### src/rtl/i2c_pkg.sv
// Shared types and constants for the I2C target.
package i2c_pkg;

  typedef enum logic [2:0] {
    IDLE,
    ADDR,
    ADDR_ACK,
    WR_DATA,
    WR_ACK,
    RD_DATA,
    RD_ACK,
    SKIP
  } i2c_state_e;

  localparam int unsigned I2C_ADDR_W  = 7;
  localparam logic        I2C_RW_READ = 1'b1;

endpackage

### src/rtl/i2c_sync_edge.sv
// Two-flop synchronizer plus history flop; yields the clean level and its edges.
module i2c_sync_edge (
  input  logic clk,
  input  logic rst,
  input  logic din,
  output logic level,
  output logic rise,
  output logic fall
);

  logic r_meta;
  logic r_sync;
  logic r_hist;

  // Reset to 1 so an idle (pulled-up) bus produces no edge on reset release.
  always_ff @(posedge clk) begin
    if (rst) begin
      r_meta <= 1'b1;
      r_sync <= 1'b1;
      r_hist <= 1'b1;
    end else begin
      r_meta <= din;
      r_sync <= r_meta;
      r_hist <= r_sync;
    end
  end

  assign level = r_sync;
  assign rise  = r_sync & ~r_hist;
  assign fall  = ~r_sync & r_hist;

endmodule

### src/rtl/i2c_target.sv
// I2C target: oversampled SCL/SDA, 7-bit address match, write strobes, read-byte fetch handshake.
import i2c_pkg::*;

module i2c_target #(
  parameter logic [4:0]  ADDR_HI = 5'b10100,
  parameter int unsigned TX_LAT  = 2
) (
  input  logic       clk,
  input  logic       rst,
  input  logic       scl_i,
  input  logic       sda_i,
  output logic       sda_oe,
  input  logic       a0,
  input  logic       a1,
  output logic [7:0] rx_data,
  output logic       rx_valid,
  output logic       rx_first,
  output logic       tx_req,
  input  logic [7:0] tx_data,
  output logic       busy
);

  logic w_scl;
  logic w_scl_rise;
  logic w_scl_fall;
  logic w_sda;
  logic w_sda_rise;
  logic w_sda_fall;
  logic w_start;
  logic w_stop;
  logic [I2C_ADDR_W-1:0] w_own_addr;
  logic [7:0] w_shift_next;

  i2c_state_e r_state;
  logic [3:0] r_bitcnt;
  logic [7:0] r_shift;
  logic       r_rw;
  logic       r_sda_oe;
  logic [7:0] r_rx_data;
  logic       r_rx_valid;
  logic       r_rx_first;
  logic       r_rx_pend;
  logic       r_first_pend;
  logic       r_tx_req;
  logic       r_tx_pend;
  logic [7:0] r_lat_cnt;
  logic [7:0] r_tx_byte;
  logic       r_busy;

  i2c_sync_edge u_scl_sync (
    .clk   (clk),
    .rst   (rst),
    .din   (scl_i),
    .level (w_scl),
    .rise  (w_scl_rise),
    .fall  (w_scl_fall)
  );

  i2c_sync_edge u_sda_sync (
    .clk   (clk),
    .rst   (rst),
    .din   (sda_i),
    .level (w_sda),
    .rise  (w_sda_rise),
    .fall  (w_sda_fall)
  );

  assign w_start      = w_sda_fall & w_scl;
  assign w_stop       = w_sda_rise & w_scl;
  assign w_own_addr   = {ADDR_HI, a1, a0};
  assign w_shift_next = {r_shift[6:0], w_sda};

  always_ff @(posedge clk) begin
    if (rst) begin
      r_state      <= IDLE;
      r_bitcnt     <= '0;
      r_shift      <= '0;
      r_rw         <= 1'b0;
      r_sda_oe     <= 1'b0;
      r_rx_data    <= '0;
      r_rx_valid   <= 1'b0;
      r_rx_first   <= 1'b0;
      r_rx_pend    <= 1'b0;
      r_first_pend <= 1'b0;
      r_tx_req     <= 1'b0;
      r_tx_pend    <= 1'b0;
      r_lat_cnt    <= '0;
      r_tx_byte    <= '0;
      r_busy       <= 1'b0;
    end else begin
      r_tx_req   <= 1'b0;
      r_rx_valid <= 1'b0;

      // Completed write byte is published one cycle after the 8th rise.
      if (r_rx_pend) begin
        r_rx_pend    <= 1'b0;
        r_rx_data    <= r_shift;
        r_rx_valid   <= 1'b1;
        r_rx_first   <= r_first_pend;
        r_first_pend <= 1'b0;
      end

      // Read byte is captured in cycle tx_req + TX_LAT.
      if (r_tx_pend) begin
        if (r_lat_cnt == '0) begin
          r_tx_byte <= tx_data;
          r_tx_pend <= 1'b0;
        end else begin
          r_lat_cnt <= r_lat_cnt - 8'd1;
        end
      end

      if (w_stop) begin
        r_state  <= IDLE;
        r_bitcnt <= '0;
        r_sda_oe <= 1'b0;
        r_busy   <= 1'b0;
      end else if (w_start) begin
        r_state  <= ADDR;
        r_bitcnt <= '0;
        r_sda_oe <= 1'b0;
        r_busy   <= 1'b0;
      end else begin
        case (r_state)
          ADDR: begin
            if (w_scl_rise) begin
              r_shift  <= w_shift_next;
              r_bitcnt <= r_bitcnt + 4'd1;
              if (r_bitcnt == 4'd7) begin
                r_rw <= w_sda;
                if (w_shift_next[7:1] != w_own_addr) begin
                  r_state <= SKIP;
                end
              end
            end else if (w_scl_fall && r_bitcnt == 4'd8) begin
              r_state      <= ADDR_ACK;
              r_sda_oe     <= 1'b1;
              r_busy       <= 1'b1;
              r_first_pend <= (r_rw != I2C_RW_READ);
              if (r_rw == I2C_RW_READ) begin
                r_tx_req  <= 1'b1;
                r_tx_pend <= 1'b1;
                r_lat_cnt <= 8'(TX_LAT);
              end
            end
          end

          ADDR_ACK: begin
            if (w_scl_fall) begin
              r_bitcnt <= '0;
              if (r_rw == I2C_RW_READ) begin
                r_state  <= RD_DATA;
                r_sda_oe <= ~r_tx_byte[7];
              end else begin
                r_state  <= WR_DATA;
                r_sda_oe <= 1'b0;
              end
            end
          end

          WR_DATA: begin
            if (w_scl_rise) begin
              r_shift  <= w_shift_next;
              r_bitcnt <= r_bitcnt + 4'd1;
              if (r_bitcnt == 4'd7) begin
                r_rx_pend <= 1'b1;
              end
            end else if (w_scl_fall && r_bitcnt == 4'd8) begin
              r_state  <= WR_ACK;
              r_sda_oe <= 1'b1;
            end
          end

          WR_ACK: begin
            if (w_scl_fall) begin
              r_state  <= WR_DATA;
              r_sda_oe <= 1'b0;
              r_bitcnt <= '0;
            end
          end

          // Bit 7 is already on the bus at entry; each fall presents the next bit.
          RD_DATA: begin
            if (w_scl_rise) begin
              r_bitcnt <= r_bitcnt + 4'd1;
            end else if (w_scl_fall) begin
              if (r_bitcnt == 4'd8) begin
                r_state  <= RD_ACK;
                r_sda_oe <= 1'b0;
              end else begin
                r_sda_oe <= ~r_tx_byte[3'd7 - r_bitcnt[2:0]];
              end
            end
          end

          // bitcnt 9 marks an ACKed byte awaiting the fall into the next one.
          RD_ACK: begin
            if (w_scl_rise) begin
              if (!w_sda) begin
                r_bitcnt  <= 4'd9;
                r_tx_req  <= 1'b1;
                r_tx_pend <= 1'b1;
                r_lat_cnt <= 8'(TX_LAT);
              end else begin
                r_state <= SKIP;
              end
            end else if (w_scl_fall && r_bitcnt == 4'd9) begin
              r_state  <= RD_DATA;
              r_bitcnt <= '0;
              r_sda_oe <= ~r_tx_byte[7];
            end
          end

          default: begin
          end
        endcase
      end
    end
  end

  assign sda_oe   = r_sda_oe;
  assign rx_data  = r_rx_data;
  assign rx_valid = r_rx_valid;
  assign rx_first = r_rx_first;
  assign tx_req   = r_tx_req;
  assign busy     = r_busy;

endmodule
### config.mk
export PLATFORM = sky130hd
export DESIGN_NAME = i2c_target
export DESIGN_NICKNAME = d
export VERILOG_FILES = /design/src/rtl/i2c_pkg.sv /design/src/rtl/i2c_sync_edge.sv /design/src/rtl/i2c_target.sv
export SDC_FILE = /design/constraint.sdc
export NUM_CORES = 1
export LEC_CHECK = 0
export CAP_MARGIN = 10
export CORE_MARGIN = 2
export CORE_UTILIZATION = 49
export CTS_CLUSTER_SIZE = 24
export DETAILED_ROUTE_END_ITERATION = 16
export PLACE_DENSITY = 0.78
export SLEW_MARGIN = 20
export SYNTH_ARGS = -nofsm -noshare
export SYNTH_HDL_FRONTEND = slang
export SYNTH_SLANG_ARGS = --single-unit
### constraint.sdc
create_clock -name clk -period 4.3 [get_ports clk]
set_input_delay 0.645 -clock clk [delete_from_list [all_inputs] [get_ports clk]]
set_output_delay 0.645 -clock clk [all_outputs]
set_load 0.02 [all_outputs]
After elaboration in Yosys (flattened, before gate mapping)
Index checks and enable logic that the tools add are counted.
{"block": "totals", "reg_bits": 54, "input_bits": 14}
{"block": "op_classes", "addsub": 3, "magnitude_cmp": 1, "n_eq_ne": 41, "n_mux": 70, "n_bitwise": 17, "n_reduce_logical": 21}
{"op": "$mux W8", "count": 9}
{"op": "$mux W3", "count": 15}
{"op": "$mux W1", "count": 34}
{"op": "$ne A3 B3 Y1 const B", "count": 10}
{"op": "$reduce_and A13 Y1", "count": 2}
{"op": "$mux W4", "count": 5}
{"op": "$ne A2 B2 Y1 const B", "count": 10}
{"op": "$pmux W3 S6", "count": 1}
{"op": "$pmux W8 S2", "count": 1}
{"op": "$ne A4 B3 Y1 const B", "count": 3}
{"op": "$pmux W4 S3", "count": 1}
{"op": "$not A1 Y1", "count": 11}
{"op": "$reduce_and A5 Y1", "count": 2}
{"op": "$eq A3 B3 Y1 const B", "count": 3}
{"op": "$ne A3 B2 Y1 const B", "count": 3}
{"op": "$reduce_and A9 Y1", "count": 1}
{"op": "$eq A4 B4 Y1 const B", "count": 2}
{"op": "$logic_not A8 Y1", "count": 1}
{"op": "$ne A4 B4 Y1 const B", "count": 2}
{"op": "$sub A8 B1 Y8 const B", "count": 1}
{"op": "$ne A7 B7 Y1", "count": 1}
{"op": "$reduce_bool A7 Y1", "count": 1}
{"op": "$and A1 B1 Y1", "count": 6}
{"op": "$eq A3 B2 Y1 const B", "count": 2}
{"op": "other kinds (19)", "count": 26}

Logic depth before layout (Yosys ltp)
{"block": "depth", "depth_word": 9, "mapped_depth": 8}

Modules after synthesis
From an unflattened synthesis, not the netlist that was laid out.
{"block": "hier_totals", "hier_cells": 283, "hier_area_um2": 2585.0}
{"module": "i2c_target", "n_inst": 1, "cells_per_inst": 267, "area_each_um2": 2399.8, "seq_area_each_um2": 960.9}
{"module": "i2c_sync_edge", "n_inst": 2, "cells_per_inst": 8, "area_each_um2": 92.6, "seq_area_each_um2": 60.1}

Worst setup path before layout
No wires, ideal clock.
{"block": "synth_timing", "path_kind": "flip-flop to flip-flop", "start": "reg r_bitcnt[1]", "end": "reg r_state[0]", "arrival_time_ps": 1711, "required_time_ps": 4170, "setup_slack_ps": 2459, "stages_incl_launch_ff": 9, "period_less_slack_ps": 1841, "path_cell_list": "dfxtp_1 > inv_1 > ha_1 > and4bb_1 > a221oi_2 > nor3_2 > and3_1 > o221ai_1 > o31ai_1"}
{"block": "synth_via", "elab_chain_cells": 4}
{"item": "start: declaration", "line": "i2c_target.sv:35", "text": "logic [3:0] r_bitcnt;"}
{"item": "start signal: assignment", "line": "i2c_target.sv:128", "text": "r_bitcnt <= r_bitcnt + 4'd1;"}
{"item": "start signal: assignment", "line": "i2c_target.sv:164", "text": "r_bitcnt <= r_bitcnt + 4'd1;"}
{"item": "start signal: assignment", "line": "i2c_target.sv:185", "text": "r_bitcnt <= r_bitcnt + 4'd1;"}
{"item": "$eq A4 B4 Y1, on equally long branches"}
{"item": "$logic_and A1 B1 Y1, on equally long branches", "line": "i2c_target.sv:207, i2c_target.sv:135, i2c_target.sv:168"}
{"item": "$ne A4 B3 Y1 (no source line) / $ne A3 B3 Y1 (equally long branches)"}
{"item": "$reduce_and A13 Y1 (no source line) (*)"}
{"item": "end signal: assignment", "line": "i2c_target.sv:188", "text": "r_state <= RD_ACK;"}
{"item": "end signal: assignment", "line": "i2c_target.sv:205", "text": "r_state <= SKIP;"}
{"item": "end signal: assignment", "line": "i2c_target.sv:208", "text": "r_state <= RD_DATA;"}
{"item": "end: declaration", "line": "i2c_target.sv:34", "text": "i2c_state_e r_state;"}
Mark *: on every way between the ends. The rest lies on a longest branch, timed or not.
A chain may end at the register's enable or synchronous reset.

Worst setup path in the final report
{"block": "layout_timing", "start": "reg r_state[0]", "end": "reg r_lat_cnt[7]"}
{"block": "layout_via", "elab_chain_cells": 4}
{"item": "start signal: assignment", "line": "i2c_target.sv:75", "text": "r_state <= IDLE;"}
{"item": "start signal: assignment", "line": "i2c_target.sv:114", "text": "r_state <= IDLE;"}
{"item": "start signal: assignment", "line": "i2c_target.sv:119", "text": "r_state <= ADDR;"}
{"item": "$eq A3 B3 Y1 / $eq A3 B1 Y1 (equally long branches)", "line": "i2c_target.sv:124", "text": "case (r_state)"}
{"item": "$pmux W8 S2 (*)", "line": "i2c_target.sv:124"}
{"item": "$mux W8 (*)", "line": "i2c_target.sv:118", "text": "end else if (w_start) begin"}
{"item": "$mux W8 (*)", "line": "i2c_target.sv:113", "text": "if (w_stop) begin"}
{"item": "end signal: assignment", "line": "i2c_target.sv:109", "text": "r_lat_cnt <= r_lat_cnt - 8'd1;"}
{"item": "end signal: assignment", "line": "i2c_target.sv:143", "text": "r_lat_cnt <= 8'(TX_LAT);"}
{"item": "end signal: assignment", "line": "i2c_target.sv:203", "text": "r_lat_cnt <= 8'(TX_LAT);"}
{"item": "end: declaration", "line": "i2c_target.sv:46", "text": "logic [7:0] r_lat_cnt;"}
Marked as above.

==> flow_summary_export.csv <==
group,metric,value,unit
setup_path,rr_worst_depth,6,
routing,wl_per_cell,13.2,um
logic_synthesis,synthMostInstantiatedCell,"dfxtp_1",
sta,finClkSkew,12.2,ps
floorplanning,die_h,75.7,um
floorplanning,rows,26,
sta,post-route-min-period,2240,ps
global_routing,grt_max_degree,40,
setup_path,crit_required,4520,ps
logic_synthesis,synth_nets,294,
hold_path,min_path_type,"reg2reg",
logic_synthesis,yosysUniqueCellTypes,52,
placement,place_hpwl,3390,um
cts,cts_tree,"yes",
sta,finalMaxSlewViolations,0,
floorplanning,coreArea,5040,um2
sta,period_share,52.0,%
placement,place.gp.congestion,0.899,
cts,cts_resized,0,
power_and_ir_drop,p_leak,1.09,nW
logic_synthesis,ys_async_sr_fraction,0,%
routing,wirelength,4850,um
setup_path,rr_endpoint,"r_lat_cnt[7]$_SDFF_PP0_",
logic_synthesis,synth_flop_cell,"dfxtp_1",
sta,rsz0062_at_grt,"false",
setup_path,r2r-start,"r_state[0]$_SDFFE_PP0P_",
routing,remaining_drc_errors,0,
routing,first_pass_iters,4,
logic_synthesis,syn-cell-area,2520,um2
routing,via_count,1982,
hold_path,hold_path_depth,1,
power_and_ir_drop,finalPower,1.05,mW
logic_synthesis,synth_warnings,0,
global_routing,grt_pass1_vias,1780,
setup_path,cpPeakStageDelay,700,ps
logic_synthesis,synth_top_area_share,42.9,%
logic_synthesis,synth_edf_count,0,
sta,finalSetupViolCount,0,
setup_path,startpoint_type,"register",
placement,place.port_buffers,26,
setup_path,cp.arrival,2450,ps
logic_synthesis,ys_seq_elements,54,
hold_path,worstHoldEndpoint,"u_sda_sync.level$_SDFF_PP1_",
sta,fmax,0.447,GHz
logic_synthesis,syn_area_per_cell,9.17,um2
power_and_ir_drop,ir_drop,0.274,mV
global_routing,grt-ovfl-total,0,
cts,clk_latency,310,ps
routing,initialDrtViolationCount,149,
floorplanning,ios,27,
cts,cts_sinks,54,
logic_synthesis,synthCells,275,
setup_path,criticalPathCategory,"reg2reg",
cts,cts_root_buffer,"clkbuf_8",
logic_synthesis,yosysTopAreaCell,"dfxtp_1",
hold_path,min-delay-start,"u_sda_sync.r_meta$_SDFF_PP1_",
cts,ctsLongestPathBuffers,2,
setup_path,cpMostUsedCell,"a21o_1",
sta,setup_tns,0,ps
cells_and_area,diodes,0,
global_routing,grt_util_all_layers,18.9,%
setup_path,reg2reg_slack,2060,ps
sta,slew_headroom,53.2,%
logic_synthesis,synth-seq-area-share,42.9,%
cells_and_area,fin_nets,316,
routing,ant_nets,0,
cts,holdBufCountCts,0,
power_and_ir_drop,power_per_cell_area,359,nW/um2
job,drv_cap,0,
setup_path,cp-startpoint,"r_state[0]$_SDFFE_PP0P_",
floorplanning,design.die.area,5740,um2
floorplanning,start_util,50.0,%
global_routing,grt_pass1_wl,8260,um
cells_and_area,areaGrowthSynthToFinish,16.6,%
setup_path,critPathCaptureType,"register",
global_routing,antenna_found_initial,0,
floorplanning,chipWidth,75.7,um
logic_synthesis,synth.area.top_cells,"dfxtp_1 (43%), mux2i_1 (11%), nor2_1 (6.8%)",
cts,htree_levels,2,
setup_path,crit_path_cell_trace,"inv_1 -> nor4_1 -> a21o_1 -> a21o_1 -> or2b_2 -> nor2_1",
cells_and_area,layout-drive-gt1-share,9.73,%
cts,numCtsBuffers,5,
cts,path_clk_slew,100,ps
routing,post_drt_via_cell_ratio,5.39,
run_status,run_status,"completed",
sta,finalHoldViolations,0,
setup_path,crit_fanout,19,
cts,cts_setup_buffers,0,
sta,worst_pin_slew,692,ps
setup_path,slowest_stage,"dfxtp_1",
logic_synthesis,synth_common_cells,"dfxtp_1 (54), nor2_1 (46), mux2i_1 (27)",
[layout by cell type, fill, tap and decap left out, types with 3 or more instances in the layout]
master and n:
o21ai_0 9, xor2_1 3, or2_2 7, clkdlybuf4s50_1 26, a211o_1 3, ha_1 5, nand2b_1 5, nand3_1 4
nand3b_1 3, dfxtp_1 54, clkbuf_8 6, a21o_1 3, mux2i_1 27, nand2_1 13, a21oi_1 16, nor2_1 46
nor3_1 6, nor4_1 4, inv_1 9, nor2b_1 3, nor4b_1 3, xnor2_1 5
[layout make-up]
type	instances	area, um2
Fill cell	450	2100
Multi-Input combinational cell	200	1350
Inverter	9	33.8
Clock inverter	2	38.8
Sequential cell	54	1080
Clock buffer	6	82.6
Timing Repair Buffer	27	268
Tap cell	70	87.6
[stage by stage]
| step | hold WS [ps] | utilization [%] | area (um2) | setup slack [ps] | cells |
|---|---|---|---|---|---|
| global route | 430 | 58.3 | 2940 | 1860 | 368 |
| CTS | 421 | 58.3 | 2940 | 2100 | 368 |
| floorplan | 389 | - | 2520 | 2460 | 275 |
| detailed placement | 397 | 55.9 | 2820 | 2000 | 360 |
| finish | 416 | 58.3 | 2940 | 2060 | 368 |
| global placement | 398 | 55.9 | 2820 | 2040 | 360 |
[flip-flops by register name, indices dropped and copies added (netlist names)]
signal	cells
r_lat_cnt	8
u_scl_sync.r_meta	1
u_scl_sync.level	1
r_rx_pend	1
r_tx_byte	8
rx_valid	1
r_rw	1
rx_first	1
r_first_pend	1
rx_data	8
u_sda_sync.r_hist	1
tx_req	1
r_bitcnt	4
r_shift	8
busy	1
u_sda_sync.level	1
u_scl_sync.r_hist	1
r_state	3
sda_oe	1
r_tx_pend	1
u_sda_sync.r_meta	1
[cell families (layout without fill, tap and decap cells)]
kind of cell	Yosys count	count (layout)	synth area share, %
simple gates	114	114	24.0
fa+ha+maj	6	6	2.88
mux	29	29	12.5
compound gates	43	43	11.3
xor+xnor	8	8	2.78
flops	54	54	42.9
buf+inv	21	44	3.67
[worst max-delay path by stage]
stage	endpoint	slack (ps)
floorplan	r_state[0]$_SDFFE_PP0P_	2460
global placement	r_tx_pend$_SDFF_PP0_	2040
detailed placement	r_lat_cnt[1]$_SDFF_PP0_	2000
CTS	r_lat_cnt[7]$_SDFF_PP0_	2100
global route	r_lat_cnt[7]$_SDFF_PP0_	1860
finish	r_lat_cnt[7]$_SDFF_PP0_	2060
[critical path, delay by kind of cell, from the launching register on]
family,cells,cell delay [ps]
buf+inv,1,260
flops,1,700
simple gates,3,780
compound gates,2,400
[per-layer routing]
metal | track usage, % | routed length, um | vias to the layer above
met1 | 25.6 | 2230 | 910
met2 | 30.0 | 2280 | 70
met5 | 0 | 0 | -
li1 | - | - | 998
met3 | 3.84 | 291 | 4
met4 | 7.02 | 56 | 0
[report_power, final]
| part | switching, mW | total (mW) | internal [mW] |
|---|---|---|---|
| Sequential | 0.0333 | 0.543 | 0.510 |
| Clock | 0.167 | 0.359 | 0.192 |
| Combinational | 0.0844 | 0.152 | 0.0679 |
(Power assumes the default switching activity.)
